### config.mk
export PLATFORM = sky130hd
export DESIGN_NAME = odo_meas_ctrl_flat
export DESIGN_NICKNAME = d
export VERILOG_FILES = /design/src/rtl/odo_pkg.sv /design/src/rtl/odo_meas_ctrl_if.sv /design/src/rtl/odo_edge_counter.sv /design/src/rtl/odo_meas_ctrl.sv /design/src/flat_wrapper.sv
export SDC_FILE = /design/constraint.sdc
export NUM_CORES = 1
export LEC_CHECK = 0
export ABC_CLOCK_PERIOD_IN_PS = 2800
export BUFFER_PORTS_ARGS = -buffer_cell sky130_fd_sc_hd__buf_2
export CORE_MARGIN = 2
export CORE_UTILIZATION = 45
export DETAILED_ROUTE_END_ITERATION = 16
export PLACE_DENSITY = 0.67
export SLEW_MARGIN = 10
export SYNTH_ARGS = -nofsm -noshare
export SYNTH_HDL_FRONTEND = slang
export SYNTH_SLANG_ARGS = --single-unit
export TNS_END_PERCENT = 1
### constraint.sdc
create_clock -name clk -period 2.8 [get_ports clk]
set_clock_uncertainty 0.15 [all_clocks]
set_input_delay 0.28 -clock clk [delete_from_list [all_inputs] [get_ports clk]]
set_output_delay 0.28 -clock clk [all_outputs]
set_load 0.1 [all_outputs]
### src/rtl/odo_pkg.sv
// Shared definitions for the odometer measurement controller.
//   - Array mode encodings driven on the mode lines.
//   - Controller state enum.
//   - Default window/settle lengths and the idle-mode helper.
package odo_pkg;

  localparam logic [1:0] MODE_SLEEP    = 2'd0;
  localparam logic [1:0] MODE_STRESS   = 2'd1;
  localparam logic [1:0] MODE_MEAS_REF = 2'd2;
  localparam logic [1:0] MODE_MEAS_STR = 2'd3;

  typedef enum logic [2:0] {
    ST_IDLE,
    ST_SETTLE_R,
    ST_MEAS_R,
    ST_SETTLE_S,
    ST_MEAS_S,
    ST_DONE
  } odo_state_t;

  localparam int DEF_WINDOW_CYCLES = 100;
  localparam int DEF_SETTLE_CYCLES = 4;

  // Mode held on the array between measurements.
  function automatic logic [1:0] idle_mode(input logic stress_en);
    return stress_en ? MODE_STRESS : MODE_SLEEP;
  endfunction

endpackage

### src/rtl/odo_meas_ctrl_if.sv
// Result handshake bundle of the odometer measurement controller.
//   res_valid  : result available (producer -> consumer)
//   res_ready  : consumer accepts result (consumer -> producer)
//   ref_count  : reference RO edge count
//   str_count  : stressed RO edge count
//   freq_diff  : signed ref_count - str_count, CNT_W+1 bits
//   sat        : an edge counter saturated during the measurement
interface odo_meas_ctrl_if #(
  parameter int CNT_W = 16
);
  logic                    res_valid;
  logic                    res_ready;
  logic [CNT_W-1:0]        ref_count;
  logic [CNT_W-1:0]        str_count;
  logic signed [CNT_W:0]   freq_diff;
  logic                    sat;

  modport master (
    output res_valid,
    input  res_ready,
    output ref_count,
    output str_count,
    output freq_diff,
    output sat
  );

  modport slave (
    input  res_valid,
    output res_ready,
    input  ref_count,
    input  str_count,
    input  freq_diff,
    input  sat
  );
endinterface

### src/rtl/odo_edge_counter.sv
// RO edge counter shared by the reference and stressed phases.
//   clk, rst_n : clock, asynchronous active-low reset
//   ro_in      : muxed RO output, asynchronous to clk
//   clr        : clear the count (settle phases)
//   en         : count synchronised rising edges (measure phases)
//   sat_clr    : clear the sticky saturation flag (new measurement)
//   cnt        : registered count
//   cnt_nxt    : count as it will be after this edge (lets the parent
//                capture a window's final increment on its last edge)
//   sat        : sticky, set when the count reaches its ceiling
// Edges faster than clk/2 are undercounted: at most one increment per cycle.
module odo_edge_counter #(
  parameter int CNT_W = 16
) (
  input  logic             clk,
  input  logic             rst_n,
  input  logic             ro_in,
  input  logic             clr,
  input  logic             en,
  input  logic             sat_clr,
  output logic [CNT_W-1:0] cnt,
  output logic [CNT_W-1:0] cnt_nxt,
  output logic             sat
);

  localparam logic [CNT_W-1:0] CNT_MAX = '1;

  logic ro_sync_p0;
  logic ro_sync_p1;
  logic ro_hist_p2;
  logic rise_p2;
  logic sat_nxt;

  // Increment that sticks at the ceiling instead of wrapping.
  function automatic logic [CNT_W-1:0] sat_inc(input logic [CNT_W-1:0] v);
    return (v == CNT_MAX) ? v : v + CNT_W'(1);
  endfunction

  // p0/p1: two-flop synchroniser; p2: history flop for edge detect
  always_ff @(posedge clk or negedge rst_n) begin
    if (!rst_n) begin
      ro_sync_p0 <= 1'b0;
      ro_sync_p1 <= 1'b0;
      ro_hist_p2 <= 1'b0;
    end else begin
      ro_sync_p0 <= ro_in;
      ro_sync_p1 <= ro_sync_p0;
      ro_hist_p2 <= ro_sync_p1;
    end
  end

  assign rise_p2 = ro_sync_p1 & ~ro_hist_p2;

  always_comb begin
    cnt_nxt = cnt;
    if (clr) begin
      cnt_nxt = '0;
    end else if (en && rise_p2) begin
      cnt_nxt = sat_inc(cnt);
    end

    sat_nxt = sat;
    if (sat_clr) begin
      sat_nxt = 1'b0;
    end else if (en && (cnt_nxt == CNT_MAX)) begin
      sat_nxt = 1'b1;
    end
  end

  // counter / saturation register
  always_ff @(posedge clk or negedge rst_n) begin
    if (!rst_n) begin
      cnt <= '0;
      sat <= 1'b0;
    end else begin
      cnt <= cnt_nxt;
      sat <= sat_nxt;
    end
  end

endmodule

### src/rtl/odo_meas_ctrl.sv
// Odometer measurement sequencer.
// Drives the RO array mode/select lines, counts synchronised RO rising edges
// over a fixed window on the reference RO and then on the matching stressed
// RO, and returns both counts plus their signed difference on a valid/ready
// result bundle. Between measurements the array sits in sleep or stress mode.
//   clk, rst_n : clock, asynchronous active-low reset
//   start      : measurement request, honoured in IDLE with no pending result
//   sel_in     : RO pair to measure, latched on acceptance
//   stress_en  : idle mode select (1 = stress, 0 = sleep)
//   abort      : drop an in-flight measurement without producing a result
//   ro_in      : muxed RO output (asynchronous)
//   mode       : array mode lines
//   odo_sel    : array RO select
//   busy       : measurement in progress
//   res        : result bundle (odo_meas_ctrl_if.master)
module odo_meas_ctrl
  import odo_pkg::*;
#(
  parameter int WINDOW_CYCLES = DEF_WINDOW_CYCLES,
  parameter int SETTLE_CYCLES = DEF_SETTLE_CYCLES,
  parameter int CNT_W         = 16,
  parameter int SEL_W         = 3
) (
  input  logic             clk,
  input  logic             rst_n,
  input  logic             start,
  input  logic [SEL_W-1:0] sel_in,
  input  logic             stress_en,
  input  logic             abort,
  input  logic             ro_in,
  output logic [1:0]       mode,
  output logic [SEL_W-1:0] odo_sel,
  output logic             busy,
  odo_meas_ctrl_if.master  res
);

  localparam int PH_MAX = (WINDOW_CYCLES > SETTLE_CYCLES) ? WINDOW_CYCLES : SETTLE_CYCLES;
  localparam int PH_W   = $clog2(PH_MAX + 1);
  localparam logic [PH_W-1:0] SETTLE_LAST = PH_W'(SETTLE_CYCLES - 1);
  localparam logic [PH_W-1:0] WINDOW_LAST = PH_W'(WINDOW_CYCLES - 1);

  odo_state_t       state_q;
  odo_state_t       state_d;
  logic [PH_W-1:0]  ph_q;
  logic [PH_W-1:0]  ph_d;
  logic [1:0]       mode_d;
  logic             accept;
  logic             latch_ref;
  logic             finish;
  logic             cnt_clr;
  logic             cnt_en;
  logic [CNT_W-1:0] cnt;
  logic [CNT_W-1:0] cnt_nxt;
  logic             cnt_sat;
  logic [CNT_W-1:0] ref_hold;

  // Sign-extended difference of two unsigned counts.
  function automatic logic signed [CNT_W:0] count_diff(input logic [CNT_W-1:0] a,
                                                        input logic [CNT_W-1:0] b);
    return $signed({1'b0, a}) - $signed({1'b0, b});
  endfunction

  assign cnt_clr = (state_q == ST_SETTLE_R) || (state_q == ST_SETTLE_S);
  assign cnt_en  = (state_q == ST_MEAS_R)   || (state_q == ST_MEAS_S);

  odo_edge_counter #(
    .CNT_W (CNT_W)
  ) u_edge_counter (
    .clk     (clk),
    .rst_n   (rst_n),
    .ro_in   (ro_in),
    .clr     (cnt_clr),
    .en      (cnt_en),
    .sat_clr (accept),
    .cnt     (cnt),
    .cnt_nxt (cnt_nxt),
    .sat     (cnt_sat)
  );

  always_comb begin
    state_d   = state_q;
    ph_d      = ph_q;
    accept    = 1'b0;
    latch_ref = 1'b0;
    finish    = 1'b0;

    case (state_q)
      ST_IDLE: begin
        if (start && !res.res_valid) begin
          accept  = 1'b1;
          state_d = ST_SETTLE_R;
          ph_d    = SETTLE_LAST;
        end
      end
      ST_SETTLE_R: begin
        if (ph_q == '0) begin
          state_d = ST_MEAS_R;
          ph_d    = WINDOW_LAST;
        end else begin
          ph_d = ph_q - PH_W'(1);
        end
      end
      ST_MEAS_R: begin
        if (ph_q == '0) begin
          state_d   = ST_SETTLE_S;
          ph_d      = SETTLE_LAST;
          latch_ref = 1'b1;
        end else begin
          ph_d = ph_q - PH_W'(1);
        end
      end
      ST_SETTLE_S: begin
        if (ph_q == '0) begin
          state_d = ST_MEAS_S;
          ph_d    = WINDOW_LAST;
        end else begin
          ph_d = ph_q - PH_W'(1);
        end
      end
      ST_MEAS_S: begin
        if (ph_q == '0) begin
          state_d = ST_DONE;
        end else begin
          ph_d = ph_q - PH_W'(1);
        end
      end
      ST_DONE: begin
        state_d = ST_IDLE;
        finish  = 1'b1;
      end
      default: begin
        state_d = ST_IDLE;
      end
    endcase

    // Abort wins over any phase transition; nothing is captured.
    if (abort && (state_q != ST_IDLE)) begin
      state_d   = ST_IDLE;
      ph_d      = '0;
      latch_ref = 1'b0;
      finish    = 1'b0;
    end

    case (state_d)
      ST_SETTLE_R, ST_MEAS_R:            mode_d = MODE_MEAS_REF;
      ST_SETTLE_S, ST_MEAS_S, ST_DONE:   mode_d = MODE_MEAS_STR;
      default:                           mode_d = idle_mode(stress_en);
    endcase
  end

  // control registers
  always_ff @(posedge clk or negedge rst_n) begin
    if (!rst_n) begin
      state_q <= ST_IDLE;
      ph_q    <= '0;
      mode    <= MODE_SLEEP;
      odo_sel <= '0;
      busy    <= 1'b0;
    end else begin
      state_q <= state_d;
      ph_q    <= ph_d;
      mode    <= mode_d;
      if (accept) begin
        odo_sel <= sel_in;
        busy    <= 1'b1;
      end else if (state_d == ST_IDLE) begin
        busy    <= 1'b0;
      end
    end
  end

  // result registers: published together with res_valid so an aborted
  // measurement never disturbs the previous result
  always_ff @(posedge clk or negedge rst_n) begin
    if (!rst_n) begin
      ref_hold      <= '0;
      res.res_valid <= 1'b0;
      res.ref_count <= '0;
      res.str_count <= '0;
      res.freq_diff <= '0;
      res.sat       <= 1'b0;
    end else begin
      if (latch_ref) begin
        ref_hold <= cnt_nxt;
      end
      if (finish) begin
        res.res_valid <= 1'b1;
        res.ref_count <= ref_hold;
        res.str_count <= cnt;
        res.freq_diff <= count_diff(ref_hold, cnt);
        res.sat       <= cnt_sat;
      end else if (res.res_valid && res.res_ready) begin
        res.res_valid <= 1'b0;
      end
    end
  end

endmodule

### src/flat_wrapper.sv
// flat-port wrapper written by rule: the top's interface ports become plain ports
module odo_meas_ctrl_flat import odo_pkg::*;
#(
  parameter int WINDOW_CYCLES = DEF_WINDOW_CYCLES,
  parameter int SETTLE_CYCLES = DEF_SETTLE_CYCLES,
  parameter int CNT_W         = 16,
  parameter int SEL_W         = 3
)
  (clk, rst_n, start, sel_in, stress_en, abort, ro_in, mode, odo_sel, busy, res_res_valid, res_res_ready, res_ref_count, res_str_count, res_freq_diff, res_sat);
  odo_meas_ctrl_if #(.CNT_W(CNT_W)) res_i ();
  input  logic clk;
  input  logic rst_n;
  input  logic start;
  input  logic [SEL_W-1:0] sel_in;
  input  logic stress_en;
  input  logic abort;
  input  logic ro_in;
  output logic [1:0] mode;
  output logic [SEL_W-1:0] odo_sel;
  output logic busy;
  output wire logic [$bits(res_i.res_valid)-1:0] res_res_valid;
  input wire logic [$bits(res_i.res_ready)-1:0] res_res_ready;
  output wire logic [$bits(res_i.ref_count)-1:0] res_ref_count;
  output wire logic [$bits(res_i.str_count)-1:0] res_str_count;
  output wire logic [$bits(res_i.freq_diff)-1:0] res_freq_diff;
  output wire logic [$bits(res_i.sat)-1:0] res_sat;
  assign res_res_valid = res_i.res_valid;
  assign res_i.res_ready = res_res_ready;
  assign res_ref_count = res_i.ref_count;
  assign res_str_count = res_i.str_count;
  assign res_freq_diff = res_i.freq_diff;
  assign res_sat = res_i.sat;
  odo_meas_ctrl #(.WINDOW_CYCLES(WINDOW_CYCLES), .SETTLE_CYCLES(SETTLE_CYCLES), .CNT_W(CNT_W), .SEL_W(SEL_W)) u_core (.clk(clk), .rst_n(rst_n), .start(start), .sel_in(sel_in), .stress_en(stress_en), .abort(abort), .ro_in(ro_in), .mode(mode), .odo_sel(odo_sel), .busy(busy), .res(res_i));
endmodule
==> results.yml, run 1 <==
yosys:
  async_reset_ff_share_pct: 100
  synth_top_area_share_pct: 47.7
  ys_ff_latch: 103
  syn-num-nets: 606
  yosysMostFrequentCell: "nand2_1"
  seq_area_frac_synth_pct: 47.7
  synth-compound-area-share_pct: 15.8
  synth_top_family_by_area: "simple AND/OR/NAND/NOR gates"
  synthXorXnorAreaFrac_pct: 2.43
  yosysWarnings: 0
  synth_fa_ha_area_share_pct: 4.77
  synth_flop_cell: "dfrtp_1"
  synth.area.top_cells: "dfrtp_1 48%, nand2_1 7.9%, o21ai_0 4.4%"
  synth.area.mux_share_pct: 3.52
  yosys.area_share.simple_pct: 21.7
  synth_edf_count: 0
  synth.distinct_cells: 61
  synth_area_leader_cell: "dfrtp_1"
  avgSynthCellArea_sq_um: 9.38
  yosys-top-cells-count: "114 x nand2_1, 103 x dfrtp_1, 48 x o21ai_0, 31 x inv_1, 27 x nor2_1"
  syn_inst: 576
  synth_area_sq_mm: 0.00540
finish:
  diodes: 0
  area_growth_pct: 17.9
  fin_nets: 684
  fillers: 1097
  stdcell_area_sq_mm: 0.00637
  layout-drive-gt1-share_pct: 19.3
global_route:
  track_usage_pct: 21.6
  gr-total-overflow: 0
  grt_max_degree: 59
  antenna_found_initial: 0
  grt_pass1_wl_um: 21800
  first_global_vias: 4362
setup_path:
  cp-end-kind: "flop"
  cpMaxStageDelayCell: "nor4b_4"
  crit_path_max_fanout: 6
  cp_slowest_stage_delay_ns: 0.45
  path_delay_family: "simple AND/OR/NAND/NOR gates"
  criticalPathCategory: "reg2reg"
  required_ns: 2.92
  start_kind: "flop"
  worstPathCellList: "nor3b_1, nor4b_4, a21oi_1, or3_1, or4_4, o31ai_2"
  cp_data_arrival_time_ns: 2.75
  crit_buf_inv: 0
job:
  max_cap_viol_count: 0
floorplanning:
  dieArea_sq_mm: 0.0129
  initial_utilization_pct: 45.5
  chipWidth_um: 114
  die_h_um: 114
  fp-row-count: 40
  core_sq_mm: 0.0119
  num_io_pins: 67
place:
  dpl.hpwl_um: 9750
  dpl_cell_area_sq_mm: 0.00598
  portBuffers: 66
  gp_congestion: 0.912
power_and_ir_drop:
  power_density_mw_per_mm2: 667
  swShare_pct: 35.2
  power_leakage_nw: 3.12
  p_switching_w: 0.00149
  seq_power_share_pct: 39.2
  ir_drop_mv: 1.00
  p_int_w: 0.00275
  pwr-share-clk_pct: 32.0
  power.share.combinational_pct: 28.8
clocking:
  cts.repair.resized: 0
  clkSinkCount: 103
  clock_path_buffers: 2
  clk_latency_ns: 0.36
  htreeDepth: 3
  cts_tree: "built"
  cts_buffers: 9
  cts.reportedPaths.clkPinSlew_ns: 0.07
  root_buffer: "clkbuf_16"
drt:
  routed_wl_um: 13200
  num_vias: 4523
  ant_nets: 0
  drt-pass1-iter-count: 4
  drc: 0
  wl_per_cell_um: 16.4
  via_per_inst: 5.61
  drt_iter0_markers: 357
timing:
  slew_headroom_pct: 48.4
  fin_setup_tns_ns: 0
  worstMarginPinSlew_ns: 0.772
  slew_violations: 0
  setup_viol: 0
  hold_viol: 0
  rsz0062_at_grt: "no"
  post-route-period-util_pct: 94.0
  fmax_ghz: 0.380
  min_period_ns: 2.63
hold_path:
  worst_hold_path_type: "in2reg"
status:
  status: "complete, no violations"
[area by class of cell]
class | instances | area (sq um) | share of cell area [%]
Multi-Input combinational cell | 416 | 2610 | 41.0
Inverter | 32 | 120 | 1.89
Clock inverter | 6 | 90.1 | 1.41
Timing Repair Buffer | 92 | 558 | 8.76
Clock buffer | 10 | 229 | 3.60
Sequential cell | 103 | 2580 | 40.5
Tap cell | 147 | 184 | 2.89
[through the flow]
step / setup WS (ns) / utilization, % / total power, W / hold slack [ns] / instances
finish: 0.168 / 53.7 / 0.00425 / 0.144 / 806
detailed placement: 0.215 / 50.4 / 0.00291 / 0.179 / 783
CTS: 0.208 / 53.7 / 0.00429 / 0.133 / 806
global placement: 0.279 / 50.4 / 0.00289 / 0.172 / 783
floorplan: 0.127 / - / 0.00261 / -0.166 / 576
global route: 0.0140 / 53.7 / 0.00447 / 0.163 / 806
[logic make-up after synthesis]
group | Yosys count
simple gates | 235
compound gates | 129
xor+xnor | 15
mux | 17
buf+inv | 57
flops | 103
fa+ha+maj | 20
[registers in the layout, summed over array words and instances, names as in the netlist]
| signal | cells |
|---|---|
| u_core.res.freq_diff | 17 |
| u_core.ref_hold | 16 |
| u_core.res.ref_count | 16 |
| u_core.res.str_count | 16 |
| u_core.u_edge_counter.cnt | 16 |
| u_core.ph_q | 7 |
| u_core.odo_sel | 3 |
| u_core.state_q | 3 |
| u_core.mode | 2 |
| u_core.busy | 1 |
| u_core.res.res_valid | 1 |
| u_core.res.sat | 1 |
| u_core.u_edge_counter.ro_hist_p2 | 1 |
| u_core.u_edge_counter.ro_sync_p0 | 1 |
| u_core.u_edge_counter.ro_sync_p1 | 1 |
| u_core.u_edge_counter.sat | 1 |
[per-layer routing]
layer	up-vias	track usage, %	routed length (um)
met5	-	0	0
met4	0	9.59	389
met3	26	3.72	530
met2	121	35.5	6370
met1	2173	28.3	5930
li1	2203	-	-
[cells in the final DEF, fill, tap and decap left out, types with 10 or more instances in the layout]
cell / Yosys / final
dfrtp_1: 103 / 103
inv_1: 31 / 31
o21ai_0: 48 / 48
nor2_1: 27 / 27
xnor2_1: 10 / 10
a21oi_1: 13 / 13
nand4_1: 11 / 11
buf_4: 0 / 19
buf_2: 3 / 65
o31ai_1: 12 / 12
ha_1: 19 / 19
nand2_1: 114 / 114
nand3_1: 17 / 17
mux2_2: 12 / 12
[worst register-to-register path, delay by kind of cell (launching register included)]
kind               cells  cell delay [ns]
DFF                    1             0.38
and+or+nand+nor        4             1.68
AOI/OAI and AO/OA      2             0.33
[what timing repair did]
action,CTS,global route
buffers inserted,0,0
hold buffers,7,0
hold endpoints to repair,52,0
[power groups by stage]
stage / logic [W] / clock network [W] / registers, W
6_report: 0.00122 / 0.00136 / 0.00167
5_1_grt: 0.00133 / 0.00146 / 0.00168
4_1_cts: 0.00123 / 0.00140 / 0.00166
3_5_place_dp: 0.00121 / 0 / 0.00169
3_3_place_gp: 0.00120 / 0 / 0.00169
2_1_floorplan: 0.000592 / 0 / 0.00201
[final timing paths]
kind / start / to / slack (ns) / depth (start not counted)
max: u_core.state_q[0]$_DFF_PN0_ / u_core.u_edge_counter.sat$_DFFE_PN0P_ / 0.17 / 6
min: abort / u_core.state_q[1]$_DFF_PN0_ / 0.14 / 2
max reg2reg: u_core.state_q[0]$_DFF_PN0_ / u_core.u_edge_counter.sat$_DFFE_PN0P_ / 0.17 / 6
min reg2reg: u_core.u_edge_counter.ro_sync_p0$_DFF_PN0_ / u_core.u_edge_counter.ro_sync_p1$_DFF_PN0_ / 0.21 / 0
max in group asynchronous: rst_n / u_core.u_edge_counter.cnt[4]$_DFF_PN0_ / 1.48 / 3
min in group asynchronous: rst_n / u_core.res.freq_diff[9]$_DFFE_PN0P_ / 0.32 / 2
Note: power is estimated with default switching activity, not from simulation.
==> run 2, diff against run 1 <==
--- a/config.mk
+++ b/config.mk
@@ -7,11 +7,11 @@
 export LEC_CHECK = 0
 export ABC_CLOCK_PERIOD_IN_PS = 2800
 export BUFFER_PORTS_ARGS = -buffer_cell sky130_fd_sc_hd__buf_2
+export CORE_ASPECT_RATIO = 0.7
 export CORE_MARGIN = 2
 export CORE_UTILIZATION = 45
 export DETAILED_ROUTE_END_ITERATION = 16
 export PLACE_DENSITY = 0.67
-export SLEW_MARGIN = 10
 export SYNTH_ARGS = -nofsm -noshare
 export SYNTH_HDL_FRONTEND = slang
 export SYNTH_SLANG_ARGS = --single-unit
==> run 2 against run 1 <==
Via count rose by 0.60%. Clock-buffer cell count is 1 lower. Sequential power about the same. Global-route usage is 1.9 points higher. Power up 3.2%. Non-clock buffer count is 3 higher. Design area grew 0.88%. Critical path type unchanged.
==> results.yml, run 2 (synthesized netlist as in run 1, its figures left out) <==
setup_path:
  required_ns: 2.94
  cp-end-kind: "flop"
  start_kind: "flop"
  cp_data_arrival_time_ns: 2.69
  crit_path_max_fanout: 6
  criticalPathCategory: "reg2reg"
finish:
  regMostFlops: "u_core.res.freq_diff"
  stdcell_area_sq_mm: 0.00642
  layout-drive-gt1-share_pct: 20.1
  final_cells: 819
  largest_register_ff_count: 17
  final_cell_mix: "114 x nand2_1, 103 x dfrtp_1, 65 x buf_2"
  diodes: 0
  fin_nets: 687
  mostFrequentLayoutCell: "nand2_1"
  area_growth_pct: 19.0
drt:
  routed_wl_um: 14300
  ant_nets: 0
  num_vias: 4550
  drt-pass1-iter-count: 6
  via_per_inst: 5.56
  drc: 0
  drt_iter0_markers: 366
  wl_per_cell_um: 17.5
floorplanning:
  fp-row-count: 33
  num_io_pins: 67
  die_h_um: 95.7
  chipWidth_um: 135
  dieArea_sq_mm: 0.0129
  initial_utilization_pct: 46.2
  core_sq_mm: 0.0117
timing:
  setup_viol: 0
  fin_setup_tns_ns: 0
  min_period_ns: 2.55
  hold_viol: 0
  fmax_ghz: 0.392
  post-route-period-util_pct: 91.1
  worstMarginPinSlew_ns: 0.638
  slew_violations: 0
  slew_headroom_pct: 57.4
  rsz0062_at_grt: "no"
  hold_slack_ns: 0.0204
global_route:
  grt_pass1_wl_um: 23300
  use_met3_pct: 5.48
  use_met1_pct: 35.9
  grt.busiest_layer: "met1"
  track_usage_pct: 23.5
  grt_max_degree: 50
  grt_use_met2_pct: 33.5
  gr-total-overflow: 0
  antenna_found_initial: 0
  first_global_vias: 4321
clocking:
  clock_path_buffers: 2
  postCtsSetupRepairBufs: 0
  cts_buffers: 9
  cts_tree: "built"
  clk_latency_ns: 0.35
  cts.reportedPaths.clkPinSlew_ns: 0.07
  htreeDepth: 3
  clkSinkCount: 103
  root_buffer: "clkbuf_16"
job:
  max_cap_viol_count: 0
power_and_ir_drop:
  ir_drop_mv: 0.551
  power_density_mw_per_mm2: 682
  power_leakage_nw: 3.15
  power_w: 0.00438
place:
  gp_congestion: 0.885
  dp_cells: 797
  dpl.hpwl_um: 10800
  portBuffers: 66
  dpl_cell_area_sq_mm: 0.00601
status:
  status: "complete, no violations"
hold_path:
  worst_hold_path_type: "in2reg"
[run 2: worst paths after layout]
kind / from / to / slack [ns] / cells after the start
max: u_core.u_edge_counter.cnt[2]$_DFF_PN0_ / u_core.res.freq_diff[10]$_DFFE_PN0P_ / 0.25 / 8
min: stress_en / u_core.mode[0]$_DFF_PN0_ / 0.02 / 2
max reg2reg: u_core.u_edge_counter.cnt[2]$_DFF_PN0_ / u_core.res.freq_diff[10]$_DFFE_PN0P_ / 0.25 / 8
min reg2reg: u_core.u_edge_counter.ro_sync_p0$_DFF_PN0_ / u_core.u_edge_counter.ro_sync_p1$_DFF_PN0_ / 0.20 / 0
max in group asynchronous: rst_n / u_core.res.freq_diff[7]$_DFFE_PN0P_ / 1.39 / 3
min in group asynchronous: rst_n / u_core.ph_q[4]$_DFFE_PN0P_ / 0.34 / 2
[run 2: power by group]
group	total, W	internal (W)	switching, W
logic	0.00125	0.000369	0.000877
clock network	0.00147	0.000885	0.000584
registers	0.00167	0.00159	0.0000790
[run 2: worst max-delay path: stages, from the launching register on]
cell and delay, ns:
dfrtp_1 0.46, inv_1 0.16, ha_1 0.36, nor2b_1 0.16, o31a_1 0.30, o211a_1 0.26
o21a_1 0.21, or3_1 0.35, nand3_1 0.08
[run 2: timing repair]
item	in CTS	in global routing
hold buffers	6	0
hold endpoints to repair	51	0
setup endpoints to repair	0	1
gates resized for setup	0	1
[run 2: final cells by class]
| class | count | area (sq um) |
|---|---|---|
| fill | 1081 | 5260 |
| multi-input combinational | 416 | 2620 |
| sequential | 103 | 2580 |
| timing repair buffer | 95 | 566 |
| clock buffer | 9 | 225 |
| tap | 157 | 196 |
| clock inverter | 7 | 125 |
| inverter | 32 | 120 |
[run 2: per-stage QoR]
stage	utilization, %	worst slack, ns
after floorplan	-	0.127
after global placement	51.4	0.261
after detailed placement	51.4	0.204
after CTS	54.9	0.183
after global routing	55.0	0.0720
final	55.0	0.250
[run 2: metal layers]
layer,wire [um],vias up
li1,-,2211
met2,5810,144
met4,165,0
met5,0,-
met1,7350,2182
met3,970,13
==> run 3, diff against run 2 <==
--- a/config.mk
+++ b/config.mk
@@ -5,7 +5,7 @@
 export SDC_FILE = /design/constraint.sdc
 export NUM_CORES = 1
 export LEC_CHECK = 0
-export ABC_CLOCK_PERIOD_IN_PS = 2800
+export ABC_CLOCK_PERIOD_IN_PS = 2300
 export BUFFER_PORTS_ARGS = -buffer_cell sky130_fd_sc_hd__buf_2
 export CORE_ASPECT_RATIO = 0.7
 export CORE_MARGIN = 2
==> constraint.sdc (replaced) <==
create_clock -name clk -period 2.3 [get_ports clk]
set_clock_uncertainty 0.15 [all_clocks]
set_input_delay 0.23 -clock clk [delete_from_list [all_inputs] [get_ports clk]]
set_output_delay 0.23 -clock clk [all_outputs]
set_load 0.1 [all_outputs]
==> run 3 against run 2 <==
The run now ends with negative setup slack left. Die area is the same. Flip-flop and latch count is the same. Critical path depth shrank 1. Hold slack gained 0.10 ns. Wire length grew 6.3%. Critical path type unchanged. Largest cell class unchanged.
==> results.yml, run 3 (synthesized netlist as in run 1, its figures left out) <==
status:
  status: "complete, but fails checks"
  violations: "negative setup slack"
place:
  dpl.hpwl_um: 11600
  gp_congestion: 0.988
  dp_cells: 867
  place_ws_ns: -0.0925
  dpl_cell_area_sq_mm: 0.00661
  portBuffers: 66
setup_path:
  criticalPathCategory: "reg2reg"
  start_kind: "flop"
  path_delay_family: "simple AND/OR/NAND/NOR gates"
  crit_path_max_fanout: 4
  regToRegSetupSlack_ns: -0.09
  crit_buf_inv: 0
  cp_data_arrival_time_ns: 2.50
  cp-end-kind: "flop"
  cp_slowest_stage_delay_ns: 0.43
  required_ns: 2.41
  worstReg2RegStart: "u_core.u_edge_counter.cnt[1]$_DFF_PN0_"
  crit_start: "u_core.u_edge_counter.cnt[1]$_DFF_PN0_"
  worstPathCellList: "ha_4, nand3_4, nor4_4, nor3_2, mux2_4, or4_4, o31ai_2"
  cpMaxStageDelayCell: "or4_4"
timing:
  setup_viol: 5
  slew_violations: 0
  rsz0062_at_grt: "yes"
  fmax_ghz: 0.419
  fin_ws_ns: -0.0877
  post-route-period-util_pct: 104
  min_period_ns: 2.39
  slew_headroom_pct: 64.1
  hold_viol: 0
  worstMarginPinSlew_ns: 0.539
hold_path:
  worst_hold_path_type: "in2reg"
  hp-start: "abort"
clocking:
  root_buffer: "clkbuf_16"
  htreeDepth: 3
  cts.reportedPaths.clkPinSlew_ns: 0.08
  clock_path_buffers: 2
  cts_buffers: 9
  clkSinkCount: 103
  cts_tree: "built"
  clk_latency_ns: 0.36
power_and_ir_drop:
  power_w: 0.00524
  power_leakage_nw: 3.51
  ir_drop_mv: 0.608
  power_density_mw_per_mm2: 738
drt:
  wl_per_cell_um: 17.0
  via_per_inst: 5.55
  drt_iter0_markers: 425
  drt-pass1-iter-count: 5
  ant_nets: 0
  num_vias: 4955
  drc: 0
  routed_wl_um: 15200
finish:
  multi_input_area_sq_mm: 0.00275
  largest_register_ff_count: 17
  layout-drive-gt1-share_pct: 31.5
  area_growth_pct: 31.5
  stdcell_area_sq_mm: 0.00710
  final_cell_mix: "114 x nand2_1, 98 x dfrtp_1, 93 x buf_4"
  diodes: 0
  area.sequential_sq_mm: 0.00258
  final_cells: 893
  mostFrequentLayoutCell: "nand2_1"
  fin_nets: 761
  regMostFlops: "u_core.res.freq_diff"
  fillers: 998
global_route:
  antenna_found_initial: 1
  gr-total-overflow: 0
  first_global_vias: 4485
  grt_max_degree: 65
  grt_pass1_wl_um: 24100
  track_usage_pct: 24.7
floorplanning:
  num_io_pins: 67
  core_sq_mm: 0.0117
  die_h_um: 95.7
  chipWidth_um: 135
  dieArea_sq_mm: 0.0129
  initial_utilization_pct: 46.2
  fp-row-count: 33
job:
  max_cap_viol_count: 0
## run 3: changes by cell type in the layout (fill, tap and decap cells not counted), sizes merged
cell	change
clkinv	+2
buf	+73
clkinvlp	+1
bufinv	-3
dlygate4sd3	+1
## run 3: cell type report
| cell class | instances | share of cell area (%) |
|---|---|---|
| multi-input cells | 416 | 38.7 |
| flip-flops and latches | 103 | 36.4 |
| repair buffers | 169 | 16.5 |
| clock buffers | 9 | 3.17 |
| well taps | 157 | 2.77 |
| inverters | 32 | 1.69 |
| clock inverters | 7 | 0.775 |
## run 3: report_power, final
part | internal [W] | switching (W)
sequential | 0.00193 | 0.0000961
clock | 0.000748 | 0.000724
combinational | 0.000598 | 0.00114
## run 3: worst paths after layout
| kind | endpoint | depth (start not counted) |
|---|---|---|
| max | u_core.u_edge_counter.sat$_DFFE_PN0P_ | 7 |
| min | u_core.state_q[1]$_DFF_PN0_ | 2 |
| max reg2reg | u_core.u_edge_counter.sat$_DFFE_PN0P_ | 7 |
| min reg2reg | u_core.u_edge_counter.ro_sync_p1$_DFF_PN0_ | 0 |
| max in group asynchronous | u_core.u_edge_counter.cnt[4]$_DFF_PN0_ | 3 |
| min in group asynchronous | u_core.state_q[0]$_DFF_PN0_ | 2 |
## run 3: layer usage
layer,track usage (%),part of all wire (%),up-vias
li1,-,-,2363
met1,38.6,52,2379
met2,34.2,41,191
met3,5.42,6.5,22
met4,6.34,1.4,0
met5,0,0,-
## run 3: repair_timing
action / 4_1_cts / 5_1_grt
buffers inserted: 1 / 2
pin swaps: 6 / 8
setup endpoints to repair: 6 / 17
resized for setup: 11 / 19
hold buffers: 7 / 0
endpoints found under the hold margin: 45 / 0
## run 3: metrics by stage
step / setup TNS, ns / utilization (%) / hold slack [ns]
floorplan: -0.0528 / - / -0.216
global placement: -0.0309 / 56.6 / 0.0880
detailed placement: -0.240 / 56.6 / 0.107
CTS: -0.0791 / 60.0 / 0.106
global route: -1.16 / 60.8 / 0.151
finish: -0.188 / 60.8 / 0.120
## run 3: worst reg2reg max path, stage by stage (launching register included)
cell and delay, ns:
dfrtp_2 0.42, ha_4 0.17, nand3_4 0.10, nor4_4 0.38, nor3_2 0.10, mux2_4 0.36, or4_4 0.43, o31ai_2 0.19
